[src/rtl/alu_issue_ctrl_if.sv]
// Command and response channels between the control unit and
// the ALU issue controller.
interface alu_issue_ctrl_if;
  logic        cmd_valid;
  logic        cmd_ready;
  logic [5:0]  cmd_opcode;
  logic [15:0] cmd_op1;
  logic [15:0] cmd_op2;
  logic        rsp_valid;
  logic        rsp_ready;
  logic [15:0] rsp_result;
  logic        rsp_we;
  logic        rsp_err;

  modport master (
    output cmd_valid, cmd_opcode, cmd_op1, cmd_op2, rsp_ready,
    input  cmd_ready, rsp_valid, rsp_result, rsp_we, rsp_err
  );

  modport slave (
    input  cmd_valid, cmd_opcode, cmd_op1, cmd_op2, rsp_ready,
    output cmd_ready, rsp_valid, rsp_result, rsp_we, rsp_err
  );
endinterface

[src/rtl/alu_issue_ctrl.sv]
// ALU issue controller: sequences one op at a time into the ALU,
// returns a registered response and owns the Z/N/C/V flags.
module alu_issue_ctrl #(
  parameter int unsigned TIMEOUT = 8
) (
  input  logic            clk,
  input  logic            rst,
  alu_issue_ctrl_if.slave bus,
  output logic            alu_enable,
  output logic [5:0]      opcode,
  output logic [15:0]     term1,
  output logic [15:0]     term2,
  input  logic [15:0]     result,
  input  logic            fl_zero,
  input  logic            fl_negative,
  input  logic            done,
  output logic [3:0]      flags
);
  localparam logic [5:0] OP_ADD = 6'h00;
  localparam logic [5:0] OP_SUB = 6'h01;
  localparam logic [5:0] OP_DIV = 6'h03;
  localparam logic [5:0] OP_MOD = 6'h04;
  localparam logic [5:0] OP_CMP = 6'h09;
  localparam logic [5:0] OP_TST = 6'h0F;
  localparam logic [5:0] OP_INC = 6'h10;
  localparam logic [5:0] OP_DEC = 6'h11;
  localparam logic [7:0] CNT_LAST = 8'(TIMEOUT - 1);

  typedef enum logic [1:0] {IDLE, ISSUE, RESP} state_t;

  state_t      state_q, state_d;
  logic        en_d;
  logic [5:0]  op_d;
  logic [15:0] t1_d, t2_d;
  logic [7:0]  cnt_q, cnt_d;
  logic        rv_q, rv_d;
  logic [15:0] rr_q, rr_d;
  logic        rwe_q, rwe_d;
  logic        rerr_q, rerr_d;
  logic [3:0]  fl_d;

  logic        div_zero;
  logic        is_add, is_sub, no_wb;
  logic [15:0] b_op;
  logic [16:0] sum, diff;
  logic [1:0]  cv;

  assign div_zero = ((bus.cmd_opcode == OP_DIV) ||
                     (bus.cmd_opcode == OP_MOD)) &&
                    (bus.cmd_op2 == 16'h0000);

  // INC/DEC reuse the add/sub carry rules with an implicit 1
  assign is_add = (opcode == OP_ADD) || (opcode == OP_INC);
  assign is_sub = (opcode == OP_SUB) || (opcode == OP_CMP) ||
                  (opcode == OP_DEC);
  assign no_wb  = (opcode == OP_CMP) || (opcode == OP_TST);
  assign b_op   = ((opcode == OP_INC) || (opcode == OP_DEC)) ?
                  16'd1 : term2;
  assign sum    = {1'b0, term1} + {1'b0, b_op};
  assign diff   = {1'b0, term1} - {1'b0, b_op};

  always_comb begin
    cv = 2'b00;
    unique case (1'b1)
      is_add: cv = {sum[16],
                    (term1[15] == b_op[15]) && (sum[15] != term1[15])};
      is_sub: cv = {diff[16],
                    (term1[15] != b_op[15]) && (diff[15] != term1[15])};
      default: cv = 2'b00;
    endcase
  end

  always_comb begin
    state_d = state_q;
    en_d    = alu_enable;
    op_d    = opcode;
    t1_d    = term1;
    t2_d    = term2;
    cnt_d   = cnt_q;
    rv_d    = rv_q;
    rr_d    = rr_q;
    rwe_d   = rwe_q;
    rerr_d  = rerr_q;
    fl_d    = flags;
    case (state_q)
      IDLE: begin
        if (bus.cmd_valid) begin
          op_d = bus.cmd_opcode;
          t1_d = bus.cmd_op1;
          t2_d = bus.cmd_op2;
          if (div_zero) begin
            rv_d    = 1'b1;
            rr_d    = 16'hFFFF;
            rwe_d   = 1'b0;
            rerr_d  = 1'b1;
            state_d = RESP;
          end else begin
            en_d    = 1'b1;
            cnt_d   = 8'd0;
            state_d = ISSUE;
          end
        end
      end
      ISSUE: begin
        if (done) begin
          en_d    = 1'b0;
          rv_d    = 1'b1;
          rr_d    = result;
          rwe_d   = ~no_wb;
          rerr_d  = 1'b0;
          fl_d    = {fl_zero, fl_negative, cv};
          state_d = RESP;
        end else if (cnt_q == CNT_LAST) begin
          en_d    = 1'b0;
          rv_d    = 1'b1;
          rr_d    = 16'hFFFF;
          rwe_d   = 1'b0;
          rerr_d  = 1'b1;
          state_d = RESP;
        end else begin
          cnt_d = cnt_q + 8'd1;
        end
      end
      RESP: begin
        if (bus.rsp_ready) begin
          rv_d    = 1'b0;
          state_d = IDLE;
        end
      end
      default: state_d = IDLE;
    endcase
  end

  always_ff @(posedge clk or posedge rst) begin
    if (rst) begin
      state_q    <= IDLE;
      alu_enable <= 1'b0;
      opcode     <= 6'h00;
      term1      <= 16'h0000;
      term2      <= 16'h0000;
      cnt_q      <= 8'd0;
      rv_q       <= 1'b0;
      rr_q       <= 16'h0000;
      rwe_q      <= 1'b0;
      rerr_q     <= 1'b0;
      flags      <= 4'b0000;
    end else begin
      state_q    <= state_d;
      alu_enable <= en_d;
      opcode     <= op_d;
      term1      <= t1_d;
      term2      <= t2_d;
      cnt_q      <= cnt_d;
      rv_q       <= rv_d;
      rr_q       <= rr_d;
      rwe_q      <= rwe_d;
      rerr_q     <= rerr_d;
      flags      <= fl_d;
    end
  end

  assign bus.cmd_ready  = (state_q == IDLE);
  assign bus.rsp_valid  = rv_q;
  assign bus.rsp_result = rr_q;
  assign bus.rsp_we     = rwe_q;
  assign bus.rsp_err    = rerr_q;
endmodule

[src/flat_wrapper.sv]
// flat-port wrapper written by rule: the top's interface ports become plain ports
module alu_issue_ctrl_flat 
#(
  parameter int unsigned TIMEOUT = 8
)
  (clk, rst, alu_enable, opcode, term1, term2, result, fl_zero, fl_negative, done, flags, bus_cmd_valid, bus_cmd_opcode, bus_cmd_op1, bus_cmd_op2, bus_rsp_ready, bus_cmd_ready, bus_rsp_valid, bus_rsp_result, bus_rsp_we, bus_rsp_err);
  alu_issue_ctrl_if bus_i ();
  input  logic clk;
  input  logic rst;
  output logic alu_enable;
  output logic [5:0] opcode;
  output logic [15:0] term1;
  output logic [15:0] term2;
  input  logic [15:0] result;
  input  logic fl_zero;
  input  logic fl_negative;
  input  logic done;
  output logic [3:0] flags;
  input wire logic [$bits(bus_i.cmd_valid)-1:0] bus_cmd_valid;
  input wire logic [$bits(bus_i.cmd_opcode)-1:0] bus_cmd_opcode;
  input wire logic [$bits(bus_i.cmd_op1)-1:0] bus_cmd_op1;
  input wire logic [$bits(bus_i.cmd_op2)-1:0] bus_cmd_op2;
  input wire logic [$bits(bus_i.rsp_ready)-1:0] bus_rsp_ready;
  output wire logic [$bits(bus_i.cmd_ready)-1:0] bus_cmd_ready;
  output wire logic [$bits(bus_i.rsp_valid)-1:0] bus_rsp_valid;
  output wire logic [$bits(bus_i.rsp_result)-1:0] bus_rsp_result;
  output wire logic [$bits(bus_i.rsp_we)-1:0] bus_rsp_we;
  output wire logic [$bits(bus_i.rsp_err)-1:0] bus_rsp_err;
  assign bus_i.cmd_valid = bus_cmd_valid;
  assign bus_i.cmd_opcode = bus_cmd_opcode;
  assign bus_i.cmd_op1 = bus_cmd_op1;
  assign bus_i.cmd_op2 = bus_cmd_op2;
  assign bus_i.rsp_ready = bus_rsp_ready;
  assign bus_cmd_ready = bus_i.cmd_ready;
  assign bus_rsp_valid = bus_i.rsp_valid;
  assign bus_rsp_result = bus_i.rsp_result;
  assign bus_rsp_we = bus_i.rsp_we;
  assign bus_rsp_err = bus_i.rsp_err;
  alu_issue_ctrl #(.TIMEOUT(TIMEOUT)) u_core (.clk(clk), .rst(rst), .bus(bus_i), .alu_enable(alu_enable), .opcode(opcode), .term1(term1), .term2(term2), .result(result), .fl_zero(fl_zero), .fl_negative(fl_negative), .done(done), .flags(flags));
endmodule
[config.mk]
export PLATFORM = sky130hd
export DESIGN_NAME = alu_issue_ctrl_flat
export DESIGN_NICKNAME = d
export VERILOG_FILES = /design/src/rtl/alu_issue_ctrl_if.sv /design/src/rtl/alu_issue_ctrl.sv /design/src/flat_wrapper.sv
export SDC_FILE = /design/constraint.sdc
export NUM_CORES = 1
export LEC_CHECK = 0
export CAP_MARGIN = 20
export CELL_PAD_IN_SITES_DETAIL_PLACEMENT = 1
export CELL_PAD_IN_SITES_GLOBAL_PLACEMENT = 1
export CORE_UTILIZATION = 30
export DETAILED_ROUTE_END_ITERATION = 10
export PLACE_DENSITY = 0.68
export SLEW_MARGIN = 40
export SYNTH_ARGS = -nofsm -noshare
export SYNTH_HDL_FRONTEND = slang
export SYNTH_SLANG_ARGS = --single-unit
[constraint.sdc]
create_clock -name clk -period 3.3 [get_ports clk]
set_input_delay 0.825 -clock clk [delete_from_list [all_inputs] [get_ports clk]]
set_output_delay 0.825 -clock clk [all_outputs]
set_load 0.01 [all_outputs]
# --- Word-level counts from Yosys, hierarchy flattened ---
# Index checks and enable logic that the tools add are counted.
# Widths: inputs -> output; s select.
word_totals:
  reg_bits: 72
  latch_bits: 0
  ramBits: 0
  romBits: 0
  input_bits: 61
  mem_count: 0
classes:
  n_addsub: 3
  n_mul: 0
  n_div: 0
  order_cmp: 0
  n_eq_ne: 21
  shift: 0
  mux: 35
  n_bitwise: 1
  reduce_logical: 21
op_table:
  columns: ["cell", "n"]
  rows:
  - ["$mux 16", 5]
  - ["$mux 8", 4]
  - ["$pmux 16 s2", 1]
  - ["$add 16x16->17", 1]
  - ["$sub 16x16->17", 1]
  - ["$logic_not 16->1", 1]
  - ["$pmux 8 s2", 1]
  - ["$mux 1", 13]
  - ["$eq 6x4->1 const B", 2]
  - ["$eq 6x5->1 const B", 2]
  - ["$mux 2", 5]
  - ["$ne 2x2->1 const B", 5]
  - ["$reduce_and 5->1", 2]
  - ["$add 8x1->8 const B", 1]
  - ["$eq 8x3->1 const B", 1]
  - ["$reduce_and 4->1", 2]
  - ["$eq 6x1->1 const B", 1]
  - ["$eq 6x2->1 const B", 1]
  - ["$eq 6x3->1 const B", 1]
  - ["$logic_not 6->1", 1]
  - ["$logic_or 1x1->1", 6]
  - ["$pmux 1 s2", 3]
  - ["$pmux 2 s3", 1]
  - ["$pmux 2 s2", 1]
  - ["14 further kinds", 19]

# --- Depth between registers and ports, before layout ---
# Gate-level depths: netlist (run 1).
logic_depth:
  depth_word: 7
  depth_mapped: 12
  depth_no_buf: 11

# --- Worst setup path before layout (run 1) ---
# OpenSTA, ideal clock, no wires.
synth_path:
  kind: "flip-flop to flip-flop"
  start: "reg u_core.opcode[5]"
  end: "reg u_core.flags[1]"
  setup_time_ns: 0.124
  t_arrival_ns: 2.486
  t_required_ns: 3.176
  path_slack_ns: 0.690
  path_stages_with_launch: 13
  path_buffers: 1
  period_less_slack_ns: 2.610
  cell_sequence: "dfrtp_1 nor4_1 nand2_1 clkbuf_1 nand2_1 inv_1 ha_1 nor3b_1 nor3_1 a21oi_1 o311ai_0 a21boi_0 o31a_1"
synth_via:
  elab_chain_cells: 5
  elab_cells_between_ends: 13
  classes_between: "add/sub: 2; eq/ne: 4; mux: 2; reduce/logical: 5"
synth_rtl:
  columns: ["element", "line", "source"]
  rows:
  - ["start: declaration", "alu_issue_ctrl.sv:10", "output logic [5:0] opcode,"]
  - ["start signal: assignment", "alu_issue_ctrl.sv:150", "opcode <= op_d;"]
  - ["$eq 6x5->1, on equally long branches", "alu_issue_ctrl.sv:53, alu_issue_ctrl.sv:57, alu_issue_ctrl.sv:55", null]
  - ["$logic_or 1x1->1", "alu_issue_ctrl.sv:57", "assign b_op = ((opcode == OP_INC) || (opcode == OP_DEC)) ?"]
  - ["$mux 16", "alu_issue_ctrl.sv:57", null]
  - ["$sub 16x16->17 or $add 16x16->17 (tied branches)", "alu_issue_ctrl.sv:60, alu_issue_ctrl.sv:59", null]
  - ["$pmux 2 s2 (*)", "alu_issue_ctrl.sv:64", "unique case (1'b1)"]
  - ["end signal: assignment", "alu_issue_ctrl.sv:158", "flags <= fl_d;"]
  - ["end: declaration", "alu_issue_ctrl.sv:17", "output logic [3:0] flags"]
# Mark *: on every way between the ends. The rest lies on a longest branch, timed or not.
# A chain may end at the register's enable or synchronous reset.

# --- Worst setup path in the final report (run 1) ---
layout_path:
  start: "reg u_core.opcode[5]"
  end: "reg u_core.flags[0]"
layout_via:
  elab_chain_cells: 7
  elab_cells_between_ends: 19
  classes_between: "add/sub: 2; eq/ne: 8; mux: 2; reduce/logical: 7"
layout_rtl:
  columns: ["element", "line"]
  rows:
  - ["$eq 6x5->1, on equally long branches", "alu_issue_ctrl.sv:53, alu_issue_ctrl.sv:57, alu_issue_ctrl.sv:55"]
  - ["$logic_or 1x1->1", "alu_issue_ctrl.sv:57"]
  - ["$mux 16", "alu_issue_ctrl.sv:57"]
  - ["$sub 16x16->17 or $add 16x16->17 (tied branches)", "alu_issue_ctrl.sv:60, alu_issue_ctrl.sv:59"]
  - ["$ne 1x1->1, on equally long branches", "alu_issue_ctrl.sv:68, alu_issue_ctrl.sv:66"]
  - ["$logic_and 1x1->1, on equally long branches", "alu_issue_ctrl.sv:68, alu_issue_ctrl.sv:66"]
  - ["$pmux 2 s2 (*)", "alu_issue_ctrl.sv:64"]
# Marked as above.

==> results of run 1 <==
-- routing by layer --
| layer | GRT usage | part of all wire | wire length, um |
|---|---|---|---|
| met3 | 0.0379 | 0.039 | 437 |
| met5 | 0 | 0 | 0 |
| met1 | 0.207 | 0.41 | 4680 |
| met4 | 0.0632 | 0.018 | 199 |
| met2 | 0.331 | 0.53 | 6000 |
-- kinds of logic (layout without fill, tap and decap cells) --
kind of cell               count (synthesis)  count (layout)  share of synthesized area
AOI/OAI and AO/OA                         71              71                      0.132
buffers and inverters                     43             185                     0.0487
xor gates and xnor gates                   5               5                     0.0112
muxes                                     40              40                      0.115
DFF                                       72              72                      0.461
and+or+nand+nor                          102             102                      0.133
adders and majority gates                 31              31                     0.0993
-- final timing paths --
kind	from	endpoint	slack (ns)	cells past startpoint
worst min register to register	u_core.bus.rsp_valid$_DFFE_PP0P_	u_core.bus.rsp_valid$_DFFE_PP0P_	0.48	1
worst max-delay path	u_core.opcode[5]$_DFFE_PP0P_	u_core.flags[0]$_DFFE_PP0P_	0.37	12
max in group asynchronous	rst	u_core.term1[5]$_DFFE_PP0P_	1.80	3
worst min-delay path	u_core.bus.rsp_valid$_DFFE_PP0P_	u_core.bus.rsp_valid$_DFFE_PP0P_	0.48	1
min in group asynchronous	rst	u_core.bus.rsp_result[15]$_DFFE_PP0P_	0.73	2
worst max register to register	u_core.opcode[5]$_DFFE_PP0P_	u_core.flags[0]$_DFFE_PP0P_	0.37	12
-- worst max-delay path: cells and delay by family, from the launching register on --
kind	cells	cell delay [ns]
compound gates	5	0.98
fa+ha+maj	1	0.17
buf+inv	2	0.37
flops	1	0.43
mux	1	0.23
simple gates	3	0.60
-- flip-flops by register name, indices dropped and copies added, names as in the netlist --
| signal | count |
|---|---|
| u_core.bus.rsp_we | 1 |
| u_core.term2 | 16 |
| u_core.opcode | 6 |
| u_core.alu_enable | 1 |
| u_core.bus.rsp_err | 1 |
| u_core.term1 | 16 |
| u_core.bus.rsp_result | 16 |
| u_core.flags | 4 |
| u_core.state_q | 2 |
| u_core.bus.rsp_valid | 1 |
| u_core.cnt_q | 8 |
-- final cells by class --
cell class | count | area [um2] | share of cell area
multi-input combinational | 249 | 1920 | 0.337
sequential | 72 | 1800 | 0.317
clock buffer | 10 | 239 | 0.0420
timing repair buffer | 137 | 1350 | 0.237
tap | 172 | 215 | 0.0378
inverter | 32 | 120 | 0.0211
clock inverter | 6 | 51.3 | 0.00901
-- power breakdown --
group          internal, mW  switching, mW
clock network         0.539          0.416
registers              1.29          0.378
logic                  1.65           1.47
-- cells in the final DEF, fill, tap and decap left out, drive strengths merged, types with 2 or more instances in the layout --
cell	Yosys	routed
xnor2	4	4
nand3	7	7
a21oi	20	20
nor3b	5	5
ha	31	31
a21o	3	3
o21ai	11	11
o22a	16	16
or3	2	2
clkinv	0	3
nor2	13	13
o31ai	2	2
nor3	9	9
or2	2	2
nand4	3	3
inv	32	34
nand2	36	36
and2	2	2
mux2	39	39
clkdlybuf4s50	0	123
o211ai	5	5
clkbuf	4	10
buf	7	14
nor2b	6	6
a31oi	2	2
nor4	11	11
dfrtp	72	72
-- metrics by stage --
stage          hold WS, ns  instance area (um2)  instances
2_1_floorplan        0.468                 3910        364
3_3_place_gp         0.467                 5400        662
3_5_place_dp         0.472                 5400        662
4_1_cts              0.487                 5690        678
5_1_grt              0.511                 5690        678
6_report             0.484                 5690        678
==> results.cfg, run 1 <==
[cells_and_area]
fillCellCount = 1413
drive_gt1_frac = 0.182
final_util = 0.449
areaGrowthSynthToFinish_pct = 45.7
antenna_cells = 0
fin_nets = 593

[yosys]
syn_area_um2 = 3910
synthTopCellsByArea = dfrtp_1 (46%), mux2_2 (11%), ha_1 (9.9%)
ys_types = 50
synth_flop_cell = dfrtp_1
ys_warn_count = 0
synth_edf_count = 0
ys_seq_area_frac = 0.461
yosysTopAreaCellShare = 0.461
syn-instance-count = 364
ys_top_cells_by_count = dfrtp_1 (72), mux2_2 (39), nand2_1 (36)
ys_seq_elements = 72
async_reset_ff_frac = 1.00
yosys.area.top_type = dfrtp_1
yosysMostFrequentCell = dfrtp_1
avgSynthCellArea_um2 = 10.7
syn-num-nets = 456

[timing]
rsz0062_at_grt = false
setup_viol = 0
clock-skew-final_ns = 0.00835
period_share = 0.888
final.min_clock_period_ns = 2.93
max_freq_ghz = 0.341
worst_pin_slew_ns = 0.560
hold_viol = 0
setup_tns_ns = 0
slew_viol_final = 0
layout_setup_ws_ns = 0.369
maxSlewHeadroom = 0.623

[cts]
root_buffer = clkbuf_16
htreeDepth = 3
cts_tree = yes
cts_buffers = 9
post_cts_resized = 0
postCtsHoldBufs = 0
cts_num_sinks = 72
path_clk_slew_ns = 0.06
cts_max_path_buffers = 2
post_cts_buffers = 0
worst_skew_pair.late_latency_ns = 0.34

[power]
p_per_area_nw_per_um2 = 1010
p_leak_nw = 2.41
ir_drop_v = 0.000357
p_total_mw = 5.75

[routing]
drc = 0
drtPass1Iterations = 4
vias = 3282
avgRoutedWirePerCell_um = 16.7
drtIter0Drc = 63
routed_wl_mm = 11.3
avgViaCountPerCell = 4.84
drtAntennaViolNets = 0

[global_route]
grt_pass1_vias = 3608
grt_pass1_wl_mm = 18.3
antenna_found_initial = 0
grt_max_degree = 40
grt_overflow_total = 0
grtUsageTotal = 0.181

[hold_path]
hold_path.class = reg -> reg

[critical_path]
required_ns = 3.50
cpMaxStageDelayCell = a2111oi_0
critPathCaptureType = flop
slowest_delay_ns = 0.49
worstPathCellList = nor4_1 -> buf_4 -> nand2_1 -> nand2_1 -> ha_1 -> o21ai_0 -> a2111oi_0 -> buf_4 -> o211ai_1 -> o211ai_1 -> mux2i_1 -> o2111ai_1
start_kind = flop
critPathKind = reg -> reg
crit_fanout = 6
cp.arrival_ns = 3.13

[floorplanning]
io_pins = 124
core-area_um2 = 12700
fp.dieH_um = 116
die_area_um2 = 13500
initial_core_util = 0.308
die_x_um = 116
rows = 41

[placed_design]
portBuffers = 123
place_hpwl_mm = 8.80
globalplace.congestion = 0.766
post-place-ws_ns = 0.131

[run]
max-cap-violations = 0

[outcome]
status = completed
No activity file was read; power rests on OpenSTA's default activity.
==> inputs of run 2 (changes only) <==
--- a/config.mk
+++ b/config.mk
@@ -11,7 +11,7 @@
 export CORE_UTILIZATION = 30
 export DETAILED_ROUTE_END_ITERATION = 10
 export PLACE_DENSITY = 0.68
-export SLEW_MARGIN = 40
+export SLEW_MARGIN = 10
 export SYNTH_ARGS = -nofsm -noshare
 export SYNTH_HDL_FRONTEND = slang
 export SYNTH_SLANG_ARGS = --single-unit
==> results of run 2 <==
No change in the layout: final DEF, timing and power equal those of run 1.
==> inputs of run 3 (changes only) <==
--- a/config.mk
+++ b/config.mk
@@ -15,3 +15,4 @@
 export SYNTH_ARGS = -nofsm -noshare
 export SYNTH_HDL_FRONTEND = slang
 export SYNTH_SLANG_ARGS = --single-unit
+export TNS_END_PERCENT = 50
==> constraint.sdc (replaced) <==
create_clock -name clk -period 3 [get_ports clk]
set_input_delay 0.75 -clock clk [delete_from_list [all_inputs] [get_ports clk]]
set_output_delay 0.75 -clock clk [all_outputs]
set_load 0.01 [all_outputs]
==> run 3 against run 2 <==
Against the previous run: combinational power grew 11%; clock skew about the same; first-iteration DRC count rose by 51%; critical path type unchanged.
==> results.cfg, run 3 (synthesis results as in run 1) <==
[outcome]
status = completed

[power]
p_leak_nw = 2.42
p_per_area_nw_per_um2 = 1110
ir_drop_v = 0.000460

[critical_path]
required_ns = 3.23
critPathKind = reg -> reg
cp.arrival_ns = 2.98
cpMaxStageDelayCell = dfrtp_1
slowest_delay_ns = 0.39
worstPathCellList = nor4_2 -> nand2_1 -> buf_4 -> nand2_1 -> inv_1 -> ha_1 -> nor3b_1 -> nor3_1 -> a21oi_1 -> o311ai_0 -> a21boi_0 -> o31a_1
critPathBufInv = 2
crit_family = simple AND/OR/NAND/NOR gates
critPathCaptureType = flop
crit_fanout = 12
start_kind = flop
crit_path_frequent_cell = nand2_1

[placed_design]
portBuffers = 123
dpl_cell_area_um2 = 5430
place_hpwl_mm = 8.57
post-place-ws_ns = 0.0208
globalplace.congestion = 0.814

[cts]
cts_buffers = 9
root_buffer = clkbuf_16
cts_tree = yes
worst_skew_pair.late_latency_ns = 0.34
post_cts_buffers = 0
postCtsHoldBufs = 0
cts_num_sinks = 72
htreeDepth = 3
cts_max_path_buffers = 2
path_clk_slew_ns = 0.06
post_cts_resized = 0

[timing]
clock-skew-final_ns = 0.00813
layout_setup_ws_ns = 0.244
maxSlewHeadroom = 0.654
holdWs_ns = 0.485
setup_viol = 0
period_share = 0.919
hold_viol = 0
max_freq_ghz = 0.363
slew_viol_final = 0
setup_tns_ns = 0
worst_pin_slew_ns = 0.514
final.min_clock_period_ns = 2.76
rsz0062_at_grt = false

[global_route]
grt_max_degree = 73
antenna_found_initial = 0
grt_pass1_vias = 3572
grt_pass1_wl_mm = 17.8
grtUsageTotal = 0.178
grt_overflow_total = 0

[routing]
routed_wl_mm = 11.2
vias = 3302
drtIter0Drc = 95
avgRoutedWirePerCell_um = 16.5
drtAntennaViolNets = 0
drtPass1Iterations = 4
avgViaCountPerCell = 4.87
drc = 0

[hold_path]
hold_path.class = reg -> reg

[cells_and_area]
antenna_cells = 0
fin_nets = 593
fillCellCount = 1422
layout.cells.most_common_list = clkdlybuf4s50_1 (123), dfrtp_1 (72), mux2_2 (39)
multi_input_area_um2 = 1920
areaGrowthSynthToFinish_pct = 46.7
drive_gt1_frac = 0.182
stdcell_area_um2 = 5730
final_common_cell = clkdlybuf4s50_1
seq_area_um2 = 1800
final_util = 0.452

[floorplanning]
fp.dieH_um = 116
die_area_um2 = 13500
die_x_um = 116
io_pins = 124
initial_core_util = 0.308
core-area_um2 = 12700
rows = 41

[run]
max-cap-violations = 0
run 3: worst paths after layout:
path | start | to | slack [ns] | cells after the start
max | u_core.opcode[5]$_DFFE_PP0P_ | u_core.flags[1]$_DFFE_PP0P_ | 0.24 | 12
min | u_core.bus.rsp_valid$_DFFE_PP0P_ | u_core.bus.rsp_valid$_DFFE_PP0P_ | 0.49 | 1
max reg2reg | u_core.opcode[5]$_DFFE_PP0P_ | u_core.flags[1]$_DFFE_PP0P_ | 0.24 | 12
min reg2reg | u_core.bus.rsp_valid$_DFFE_PP0P_ | u_core.bus.rsp_valid$_DFFE_PP0P_ | 0.49 | 1
max in group asynchronous | rst | u_core.term1[12]$_DFFE_PP0P_ | 1.84 | 3
min in group asynchronous | rst | u_core.bus.rsp_result[12]$_DFFE_PP0P_ | 0.84 | 3
run 3: power by group:
part           internal (mW)  switching (mW)
clock                  0.647           0.440
combinational           1.84            1.61
sequential              1.42           0.423
run 3: final cells by class:
type / count / share of cell area
repair buffers: 137 / 0.240
clock buffers: 10 / 0.0400
multi-input cells: 249 / 0.335
flip-flops and latches: 72 / 0.314
inverters: 32 / 0.0210
clock inverters: 6 / 0.0118
well taps: 172 / 0.0376
run 3: worst reg2reg max path, cell delays in order, from the launching register on:
cell and delay (ns):
dfrtp_1 0.39, nor4_2 0.35, nand2_1 0.18, buf_4 0.22
nand2_1 0.10, inv_1 0.05, ha_1 0.16, nor3b_1 0.13
nor3_1 0.21, a21oi_1 0.13, o311ai_0 0.32, a21boi_0 0.14
o31a_1 0.25
run 3: routing by layer:
layer  up-vias  wire, um  global-route usage
li1       1570         -                   -
met1      1650      4650               0.205
met2        66      5830               0.313
met3        16       500              0.0540
met4         0       185              0.0615
met5         -         0                   0
run 3: stage by stage:
step / power, mW / cells
after detailed placement: 5.34 / 662
after global routing: 6.89 / 678
after global placement: 5.25 / 662
final: 6.38 / 678
after floorplan: 3.73 / 364
after CTS: 6.48 / 678
